===== config.mk =====
export PLATFORM = sky130hd
export DESIGN_NAME = alu_responder
export DESIGN_NICKNAME = d
export VERILOG_FILES = /design/src/rtl/alu_responder.sv
export SDC_FILE = /design/constraint.sdc
export NUM_CORES = 1
export LEC_CHECK = 0
export CAP_MARGIN = 15
export CORE_UTILIZATION = 55
export CTS_CLUSTER_SIZE = 10
export DETAILED_ROUTE_END_ITERATION = 10
export GPL_ROUTABILITY_DRIVEN = 0
export PLACE_DENSITY = 0.76
export SLEW_MARGIN = 20
export SYNTH_ARGS = -nofsm -noshare
export SYNTH_HDL_FRONTEND = slang
export SYNTH_SLANG_ARGS = --single-unit
export TNS_END_PERCENT = 50

===== constraint.sdc =====
create_clock -name clk -period 11.2 [get_ports clk]
set_input_delay 2.24 -clock clk [delete_from_list [all_inputs] [get_ports clk]]
set_output_delay 2.24 -clock clk [all_outputs]
set_load 0.01 [all_outputs]

===== src/rtl/alu_responder.sv =====
// Pipelined valid/ready front end for the 32-bit ALU: a one-entry operand stage (E)
// feeds a DEPTH-entry result FIFO that is drained in request order.
module alu_responder #(
  parameter int DEPTH = 2
) (
  input  logic        clk,
  input  logic        reset,
  input  logic        req_valid,
  output logic        req_ready,
  input  logic [31:0] req_a,
  input  logic [31:0] req_b,
  input  logic [2:0]  req_op,
  output logic        rsp_valid,
  input  logic        rsp_ready,
  output logic [31:0] rsp_z,
  output logic        rsp_zero,
  output logic        rsp_ovf,
  output logic        rsp_bad_op,
  output logic [15:0] rsp_count
);

  localparam int PW = $clog2(DEPTH);
  localparam int CW = PW + 1;
  localparam logic [CW:0] OCC_MAX = (CW + 1)'(DEPTH + 1);

  localparam logic [2:0] OP_AND = 3'b000;
  localparam logic [2:0] OP_OR  = 3'b001;
  localparam logic [2:0] OP_ADD = 3'b010;
  localparam logic [2:0] OP_SUB = 3'b110;
  localparam logic [2:0] OP_SLT = 3'b111;

  logic          e_valid_reg;
  logic [31:0]   e_a_reg;
  logic [31:0]   e_b_reg;
  logic [2:0]    e_op_reg;
  logic [PW-1:0] wr_ptr_reg;
  logic [PW-1:0] rd_ptr_reg;
  logic [CW-1:0] fifo_count_reg;
  logic [15:0]   rsp_count_reg;

  // Each entry is {z, zero, ovf, bad_op}
  logic [34:0]   fifo_mem [DEPTH];
  logic [34:0]   head;

  logic [31:0]   alu_z;
  logic          alu_zero;
  logic          alu_ovf;
  logic          alu_bad;
  logic [31:0]   sum;
  logic [31:0]   diff;

  logic          fifo_full;
  logic          accept;
  logic          push;
  logic          pop;
  logic [CW:0]   occupancy;

  // Ready is a function of registered occupancy only, never of req_valid or rsp_ready
  assign occupancy = {{CW{1'b0}}, e_valid_reg} + {1'b0, fifo_count_reg};
  assign req_ready = occupancy < OCC_MAX;
  assign fifo_full = fifo_count_reg == CW'(DEPTH);
  assign rsp_valid = fifo_count_reg != '0;
  assign accept    = req_valid & req_ready;
  assign pop       = rsp_valid & rsp_ready;
  assign push      = e_valid_reg & (~fifo_full | pop);

  assign sum  = e_a_reg + e_b_reg;
  assign diff = e_a_reg - e_b_reg;

  always_comb begin
    alu_z   = '0;
    alu_ovf = 1'b0;
    alu_bad = 1'b0;
    case (e_op_reg)
      OP_AND: alu_z = e_a_reg & e_b_reg;
      OP_OR:  alu_z = e_a_reg | e_b_reg;
      OP_ADD: begin
        alu_z   = sum;
        alu_ovf = (e_a_reg[31] == e_b_reg[31]) && (sum[31] != e_a_reg[31]);
      end
      OP_SUB: begin
        alu_z   = diff;
        alu_ovf = (e_a_reg[31] != e_b_reg[31]) && (diff[31] != e_a_reg[31]);
      end
      OP_SLT: alu_z = {31'b0, $signed(e_a_reg) < $signed(e_b_reg)};
      default: alu_bad = 1'b1;
    endcase
    alu_zero = alu_z == '0;
  end

  always_ff @(posedge clk or posedge reset) begin
    if (reset) begin
      e_valid_reg    <= 1'b0;
      e_a_reg        <= '0;
      e_b_reg        <= '0;
      e_op_reg       <= '0;
      wr_ptr_reg     <= '0;
      rd_ptr_reg     <= '0;
      fifo_count_reg <= '0;
      rsp_count_reg  <= '0;
    end else begin
      // E is always empty or draining whenever accept is possible
      if (accept) begin
        e_valid_reg <= 1'b1;
        e_a_reg     <= req_a;
        e_b_reg     <= req_b;
        e_op_reg    <= req_op;
      end else if (push) begin
        e_valid_reg <= 1'b0;
      end
      if (push) wr_ptr_reg <= wr_ptr_reg + PW'(1);
      if (pop)  rd_ptr_reg <= rd_ptr_reg + PW'(1);
      case ({push, pop})
        2'b10:   fifo_count_reg <= fifo_count_reg + CW'(1);
        2'b01:   fifo_count_reg <= fifo_count_reg - CW'(1);
        default: fifo_count_reg <= fifo_count_reg;
      endcase
      if (pop) rsp_count_reg <= rsp_count_reg + 16'd1;
    end
  end

  // Storage needs no reset: it is only observed through the valid-gated head
  always_ff @(posedge clk) begin
    if (push) fifo_mem[wr_ptr_reg] <= {alu_z, alu_zero, alu_ovf, alu_bad};
  end

  assign head       = fifo_mem[rd_ptr_reg];
  assign rsp_z      = rsp_valid ? head[34:3] : 32'd0;
  assign rsp_zero   = rsp_valid & head[2];
  assign rsp_ovf    = rsp_valid & head[1];
  assign rsp_bad_op = rsp_valid & head[0];
  assign rsp_count  = rsp_count_reg;

endmodule


# Word-level counts from Yosys, hierarchy flattened
# Memories as Yosys holds them, arrays and structs flattened.
# Cells that the tools add are included.
# word_totals
reg_bits	88
mem_count	1
mem_bits_rw	70
output_inout_bits	53
# mem_list
name	words	word_bits	read_ports	rd_ports_with_merged_regs	write_ports	line	text
fifo_mem	2	35	1	0	1	42	logic [34:0] fifo_mem [DEPTH];
# op_classes
n_bitwise	10
addsub	8
reduce_logical	8
eq_ne	11
order_cmp	2
mux	9
# ops
cell	n
case mux 32 bit (5 select lines)	1
adder 32 bit	1
AND 32 bit	1
zero test 32 bit	1
< comparator 32 bit	1
2-to-1 mux 32 bit	1
bitwise OR 32 bit	1
subtractor 32 bit	1
adder 16 x 1 -> 16 bit, second input constant	1
AND 1 bit	6
== test 3 bit, second input constant	2
nonzero test 2 bit	3
2-to-1 mux 1 bit	5
OR reduction 5 bit	1
== test 2 bit, second input constant	2
case mux 2 bit (2 select lines)	1
adder 1 x 2 -> 3 bit	1
== test 3 x 1 -> 1 bit, second input constant	1
== test 3 x 2 -> 1 bit, second input constant	1
zero test 3 bit	1
< comparator 3 x 2 -> 1 bit, second input constant	1
!= test 1 bit	3
adder 1 bit, second input constant	2
adder 2 x 1 -> 2 bit, second input constant	1
other kinds (7)	8

# Logic depth before layout (Yosys ltp)
# Gate-level depths: netlist (run 1).
# logic_depth
word_depth	6
depth_mapped	15
ltp_nobuf	15

# Least setup slack after synthesis (run 1)
# No wires, ideal clock.
# synth_timing
path_kind	register to register
from	register e_a_reg[3]
to	memory fifo_mem[0][2] (data pin)
setup_time_ns	0.182
setup_slack_ns	6.719
required_time_ns	11.018
stages_incl_launch_ff	14
arrival_time_ns	4.300
period_less_slack_ns	4.481
cell_sequence	dfrtp_1 > inv_1 > ha_1 > a21o_1 > a221o_1 > and4_4 > or4_4 > or4_1 > or4_1 > or4_1 > nor4_1 > nand4bb_1 > or4b_1 > nor4_2
# synth_between
elab_chain_cells	3
word_cells_on_any_way	7
# synth_rtl
item	line	text
start, declared	33	logic [31:0] e_a_reg;
start signal, assigned	105	e_a_reg <= req_a;
subtractor 32 bit / adder 32 bit (equally long branches)	68, 67	
case mux 32 bit (5 select lines) *	74	case (e_op_reg)
via alu_z[5]	45	logic [31:0] alu_z;
zero test 32 bit *	88	alu_zero = alu_z == '0;
via alu_zero	46	logic alu_zero;
end, declared	42	
# Mark *: on every way through the listed nets, which the timed path passes. The rest lies on a longest branch.

# Worst setup path in the final report (run 1)
# layout_timing
from	register e_op_reg[2]
to	memory fifo_mem[0][2] (data pin)
# layout_between
elab_chain_cells	3
word_cells_on_any_way	7
# layout_rtl
item	line	text
start, declared	35	logic [2:0] e_op_reg;
start signal, assigned	107	e_op_reg <= req_op;
== test 3 bit (tied with other cells)	74	
case mux 32 bit (5 select lines) *	74	
via alu_z[4]	45	
zero test 32 bit *	88	
via alu_zero	46	
# Marks and branches as above.

==> results of run 1 <==
==> area by class of cell <==
cell class / count / area, um^2
clock buffer: 17 / 425
tap: 265 / 332
timing repair buffer: 131 / 1290
sequential: 158 / 4310
fill: 1603 / 6560
multi-input combinational: 817 / 6150
clock inverter: 15 / 163
inverter: 115 / 433
==> cells by family after synthesis <==
group,count (synthesis),share of synthesized area
AOI/OAI and AO/OA,264,0.158
buffers and inverters,175,0.0600
xor gates and xnor gates,40,0.0315
and+or+nand+nor,279,0.120
muxes,131,0.126
DFF,158,0.387
adders and majority gates,103,0.117
==> metrics by stage <==
stage | setup WS, ps | cells | hold slack, ps
final | 5860 | 1518 | 473
after global routing | 5610 | 1518 | 491
after CTS | 5960 | 1518 | 484
after detailed placement | 6000 | 1486 | 470
after global placement | 6180 | 1486 | 462
after floorplan | 6680 | 1150 | 460
==> placed cells by master, fill, tap and decap left out, types with 9 or more instances in the layout <==
cell,synthesis,final
nand2_1,61,60
dfrtp_1,88,86
ha_1,101,101
clkbuf_16,0,17
a21oi_1,72,72
o21ai_0,38,38
nor2_1,100,98
mux2i_1,60,60
nand3_1,19,19
clkdlybuf4s50_1,0,123
nand2b_1,10,10
o31ai_1,9,9
mux2_2,71,71
nand4_1,14,14
a31oi_1,11,11
a21o_1,13,13
o211ai_1,13,13
edfxtp_1,70,70
o22ai_1,20,20
xnor2_1,32,32
inv_1,113,112
nor3_1,26,26
==> worst max-delay path: stages (launching register included) <==
cell       delay [ps]
dfrtp_1           890
buf_4             450
inv_2             250
o41ai_1           460
a31oi_1           100
xnor2_1           140
a22o_1            220
or4_1             510
or4_1             420
or4_1             470
nor4_1            400
nand4bb_1         150
or4b_1            500
nor4_2            180
==> layer usage <==
layer / track usage / routed length [um] / vias up
met1: 0.365 / 11900 / 4340
met3: 0.0626 / 2450 / 72
met5: 0 / 0 / -
met2: 0.416 / 12000 / 462
met4: 0.0901 / 644 / 0
li1: - / - / 4311
==> how the worst max path moves through the flow <==
stage | end | slack, ps
floorplan | e_a_reg[0] | 6680
global placement | fifo_mem[0][2] | 6180
detailed placement | fifo_mem[0][2] | 6000
CTS | fifo_mem[0][2] | 5960
global route | fifo_mem[1][2] | 5610
finish | fifo_mem[0][2] | 5860
==> key figures, run 1 <==
Outcome
  • Status: finished clean

STA
  • Finish-stage setup viols: 0
  • Clock skew after layout: 12.1 ps
  • Setup repair after global routing missed its margin: false
  • Count of final hold-check violations: 0
  • Final-layout setup total negative slack: 0 ps
  • Final Max Tran Viols: 0
  • Worst slew pin tran: 1160 ps
  • Max-Slew Margin vs Limit: 0.228
  • Highest achievable clock rate: 187 MHz
  • Minimum clock period: 5340 ps
  • Final Cycle Share: 0.477

Synthesis
  • Leading cell types by count after synthesis: 113 x inv_1, 101 x ha_1, 100 x nor2_1
  • Largest cells by area after synthesis: dfrtp_1 20%, edfxtp_1 19%, ha_1 11%
  • Post-Syn Instances: 1150
  • Count of state elements after synthesis: 158
  • Synth top area share: 0.198
  • Yosys synthesis warning count: 0
  • Post-synth cell types: 80
  • Share of synthesized registers carrying an async set or reset: 0.557
  • EDFF count, synth: 70
  • Part of the Yosys area used for sequential elements: 0.387
  • Prevailing post-synth register cell: dfrtp_1
  • Cell taking the most area after synthesis: dfrtp_1
  • Average cell area after synthesis: 9.66 um^2
  • Post-Syn Area: 11100 um^2
  • Synthesized Nets: 1324
  • Most common cell in the synthesized netlist: inv_1

Clock tree
  • CTS resizes: 0
  • Sink Count: 158
  • Number of buffers added by the clock tree synthesis step: 17
  • Root Driver: clkbuf_16
  • Total number of H-tree levels: 4
  • Quantity of hold-fixing buffers added after cts: 0
  • Number of buffers added for setup after CTS: 0
  • Number of buffers on the longest clock path: 2
  • Clock insertion delay at the later pin of the skew report: 440 ps
  • Clock transition at path regs: 80 ps
  • TritonCTS clock tree: yes

Worst setup path
  • Launch point of the worst path: e_op_reg[2]
  • Cell depth of the worst flop-to-flop path: 13
  • Type of element capturing the critical path: register
  • CP arrival: 5600 ps
  • Setup slack, reg-to-reg: 5860 ps
  • Required time at the worst-slack endpoint: 11460 ps
  • Worst reg2reg path endpoint: fifo_mem[0][2]
  • Crit Path Max Fanout: 32
  • Critical path class: reg2reg
  • Startpoint type of the worst setup path: register
  • Reg2Reg Launch Point: e_op_reg[2]

Die
  • Ports placed on the boundary: 124
  • Die width: 144 um
  • Die outline area: 20800 um^2
  • Area of the core region: 19700 um^2
  • Height of the die: 144 um
  • Number of standard-cell rows in the floorplan: 51
  • Initial Util: 0.565

Flow run
  • Maxcap violations: 0

Routing
  • Router iterations before antenna repair: 8
  • WL/cell: 17.8 um
  • Post-route DRC violation count: 0
  • Count of nets left with antenna violations after detail routing: 0
  • Routed Wire Length: 27.0 mm
  • Starting DRC count in detailed routing: 1332
  • Ratio of routed vias to standard cells: 6.05
  • Via count: 9185

Global routing
  • Number of global-route vias before repair: 8464
  • Leftover overflow at the end of global routing: 0
  • Antenna violations before repair: 0
  • Pin count of the biggest net entering global routing: 69
  • First-pass GRT wire length: 43.0 mm
  • Global router's overall resource usage: 0.267

Min path
  • Worst hold path endpoint: rsp_count[15]
  • Hold path start: rsp_count[15]
  • Path class of the lowest-slack min-delay path: reg2reg
  • Worst hold path stage count: 1

Place
  • Cell area reported after detailed placement: 12500 um^2
  • Count of port buffers added during placement: 123
  • Detailed Place HPWL: 19.8 mm

Finish
  • Share of cells above drive strength 1: 0.106
  • Fin util: 0.666
  • Flip-flop count of the largest register after layout: 70
  • Synth-to-Final Area Change: 17.9%
  • Diodes inserted: 0
  • Nets: 1414
  • Post-route cell area: 13100 um^2
Power of run 1 is left out: the tool's default activity adds up to more than one toggle a clock period on the data nets, which glitch-free logic cannot reach.
==> run 2, diff against run 1 <==
--- a/config.mk
+++ b/config.mk
@@ -6,7 +6,7 @@
 export NUM_CORES = 1
 export LEC_CHECK = 0
 export CAP_MARGIN = 15
-export CORE_UTILIZATION = 55
+export CORE_UTILIZATION = 52
 export CTS_CLUSTER_SIZE = 10
 export DETAILED_ROUTE_END_ITERATION = 10
 export GPL_ROUTABILITY_DRIVEN = 0
==> constraint.sdc (replaced) <==
create_clock -name clk -period 4.86 [get_ports clk]
set_input_delay 0.972 -clock clk [delete_from_list [all_inputs] [get_ports clk]]
set_output_delay 0.972 -clock clk [all_outputs]
set_load 0.01 [all_outputs]
==> key figures, run 2 (synthesis results as in run 1) <==
Outcome
  • Status: complete, but fails checks (was finished clean)
  • Failing checks: DRC

Finish
  • Flip-flop and latch area: 4310 um^2 (unchanged)
  • Flip-flop count of the largest register after layout: 70 (unchanged)
  • Area of the multi-input gates: 6190 um^2 (was 6150 um^2)
  • Nets: 1436 (was 1414)
  • Filler Cells Inserted: 1707 (was 1603)
  • Leading cell type in the layout, fill and taps excluded: clkdlybuf4s50_1 (unchanged)
  • Synth-to-Final Area Change: 20.2% (was 17.9%)
  • Share of cells above drive strength 1: 0.128 (was 0.106)
  • Diodes inserted: 0 (unchanged)
  • Highest-count cells in the layout ignoring fill and taps: 123 x clkdlybuf4s50_1, 111 x inv_1, 100 x ha_1 (was 123 x clkdlybuf4s50_1, 112 x inv_1, 101 x ha_1)

Clock tree
  • Total number of H-tree levels: 4 (unchanged)
  • TritonCTS clock tree: yes (unchanged)
  • Sink Count: 158 (unchanged)
  • Clock transition at path regs: 70 ps (was 80 ps)
  • Number of buffers added by the clock tree synthesis step: 17 (unchanged)
  • Clock insertion delay at the later pin of the skew report: 440 ps (about the same)
  • Number of buffers on the longest clock path: 2 (unchanged)
  • Root Driver: clkbuf_16 (unchanged)

Worst setup path
  • CP arrival: 4960 ps (was 5600 ps)
  • Cell depth of the worst flop-to-flop path: 13 (unchanged)
  • Crit Path Max Fanout: 4 (was 32)
  • Startpoint type of the worst setup path: register (unchanged)
  • Required time at the worst-slack endpoint: 5120 ps (was 11460 ps)
  • Type of element capturing the critical path: register (unchanged)
  • Critical path class: reg2reg (unchanged)

Die
  • Die width: 148 um (was 144 um)
  • Number of standard-cell rows in the floorplan: 53 (was 51)
  • Initial Util: 0.530 (was 0.565)
  • Ports placed on the boundary: 124 (unchanged)
  • Height of the die: 148 um (was 144 um)
  • Die outline area: 22000 um^2 (was 20800 um^2)
  • Area of the core region: 21000 um^2 (was 19700 um^2)

Routing
  • Starting DRC count in detailed routing: 1101 (was 1332)
  • Ratio of routed vias to standard cells: 6.02 (was 6.05)
  • Count of nets left with antenna violations after detail routing: 0 (unchanged)
  • Post-route DRC violation count: 1 (was 0)
  • Routed Wire Length: 27.5 mm (was 27.0 mm)
  • WL/cell: 17.7 um (was 17.8 um)
  • Via count: 9335 (was 9185)
  • Router iterations before antenna repair: 11 (was 8)

Global routing
  • Pin count of the biggest net entering global routing: 50 (was 69)
  • Global router's overall resource usage: 0.256 (was 0.267)
  • Leftover overflow at the end of global routing: 0 (unchanged)
  • First-pass GRT wire length: 44.3 mm (was 43.0 mm)
  • Number of global-route vias before repair: 8611 (was 8464)
  • Antenna violations before repair: 0 (unchanged)

Min path
  • Path class of the lowest-slack min-delay path: reg2reg (unchanged)
  • Worst hold path stage count: 1 (unchanged)

Place
  • Count of port buffers added during placement: 123 (unchanged)
  • Detailed Place HPWL: 20.5 mm (was 19.8 mm)

STA
  • Finish-stage setup viols: 0 (unchanged)
  • Count of final hold-check violations: 0 (unchanged)
  • Setup repair after global routing missed its margin: false (unchanged)
  • Worst slew pin tran: 1050 ps (was 1160 ps)
  • Highest achievable clock rate: 213 MHz (was 187 MHz)
  • Clock skew after layout: 10.0 ps (was 12.1 ps)
  • Final-layout setup total negative slack: 0 ps (unchanged)
  • Final Cycle Share: 0.967 (was 0.477)
  • Max-Slew Margin vs Limit: 0.299 (was 0.228)
  • Minimum clock period: 4700 ps (was 5340 ps)
  • Final Max Tran Viols: 0 (unchanged)

Flow run
  • Maxcap violations: 0 (unchanged)
-- run 2: final timing paths --
kind                               start        endpoint  slack, ps
min reg2reg                rsp_count[15]   rsp_count[15]        470
min                        rsp_count[15]   rsp_count[15]        470
min in group asynchronous          reset     e_b_reg[25]       1030
max in group asynchronous          reset     e_a_reg[13]       2790
max reg2reg                   e_a_reg[1]  fifo_mem[1][2]        160
max                           e_a_reg[1]  fifo_mem[1][2]        160
-- run 2: cell type report --
cell class / count / area share
Inverter: 115 / 0.0324
Clock inverter: 15 / 0.0129
Multi-Input combinational cell: 817 / 0.464
Timing Repair Buffer: 153 / 0.111
Sequential cell: 158 / 0.322
Clock buffer: 17 / 0.0319
Tap cell: 275 / 0.0258
-- run 2: worst max-delay path, cell delays in order, from the launching register on --
cell and delay, ps:
dfrtp_1 410, inv_2 90, ha_1 310, a21o_1 200, a221o_1 340, and4_4 200, or4_4 500, or4_1 480
or4_1 410, or4_4 490, nor4_2 200, nand4bb_1 150, or4b_4 510, nor4_4 230
-- run 2: timing repair --
| action | 4_1_cts | 5_1_grt |
|---|---|---|
| endpoints found under the setup margin | 0 | 2 |
| buffers inserted | 0 | 3 |
| hold buffers | 0 | 0 |
| resized for setup | 0 | 10 |
-- run 2: per-stage QoR --
| stage | instance area, um^2 | utilization | hold WS (ps) | instances | worst slack (ps) |
|---|---|---|---|---|---|
| global route | 13400 | 0.637 | 486 | 1550 | 16.0 |
| floorplan | 11100 | - | 460 | 1150 | 379 |
| detailed placement | 12700 | 0.606 | 468 | 1515 | 128 |
| finish | 13400 | 0.637 | 472 | 1550 | 159 |
| global placement | 12700 | 0.606 | 465 | 1515 | 202 |
| CTS | 13300 | 0.634 | 480 | 1547 | 65.9 |
-- run 2: metal layers --
layer / track usage / share of wire / up-vias
li1: - / - / 4355
met1: 0.349 / 0.44 / 4453
met4: 0.106 / 0.029 / 0
met5: 0 / 0 / -
met3: 0.0463 / 0.080 / 71
met2: 0.403 / 0.45 / 456
Power of run 2 is left out for the same reason.
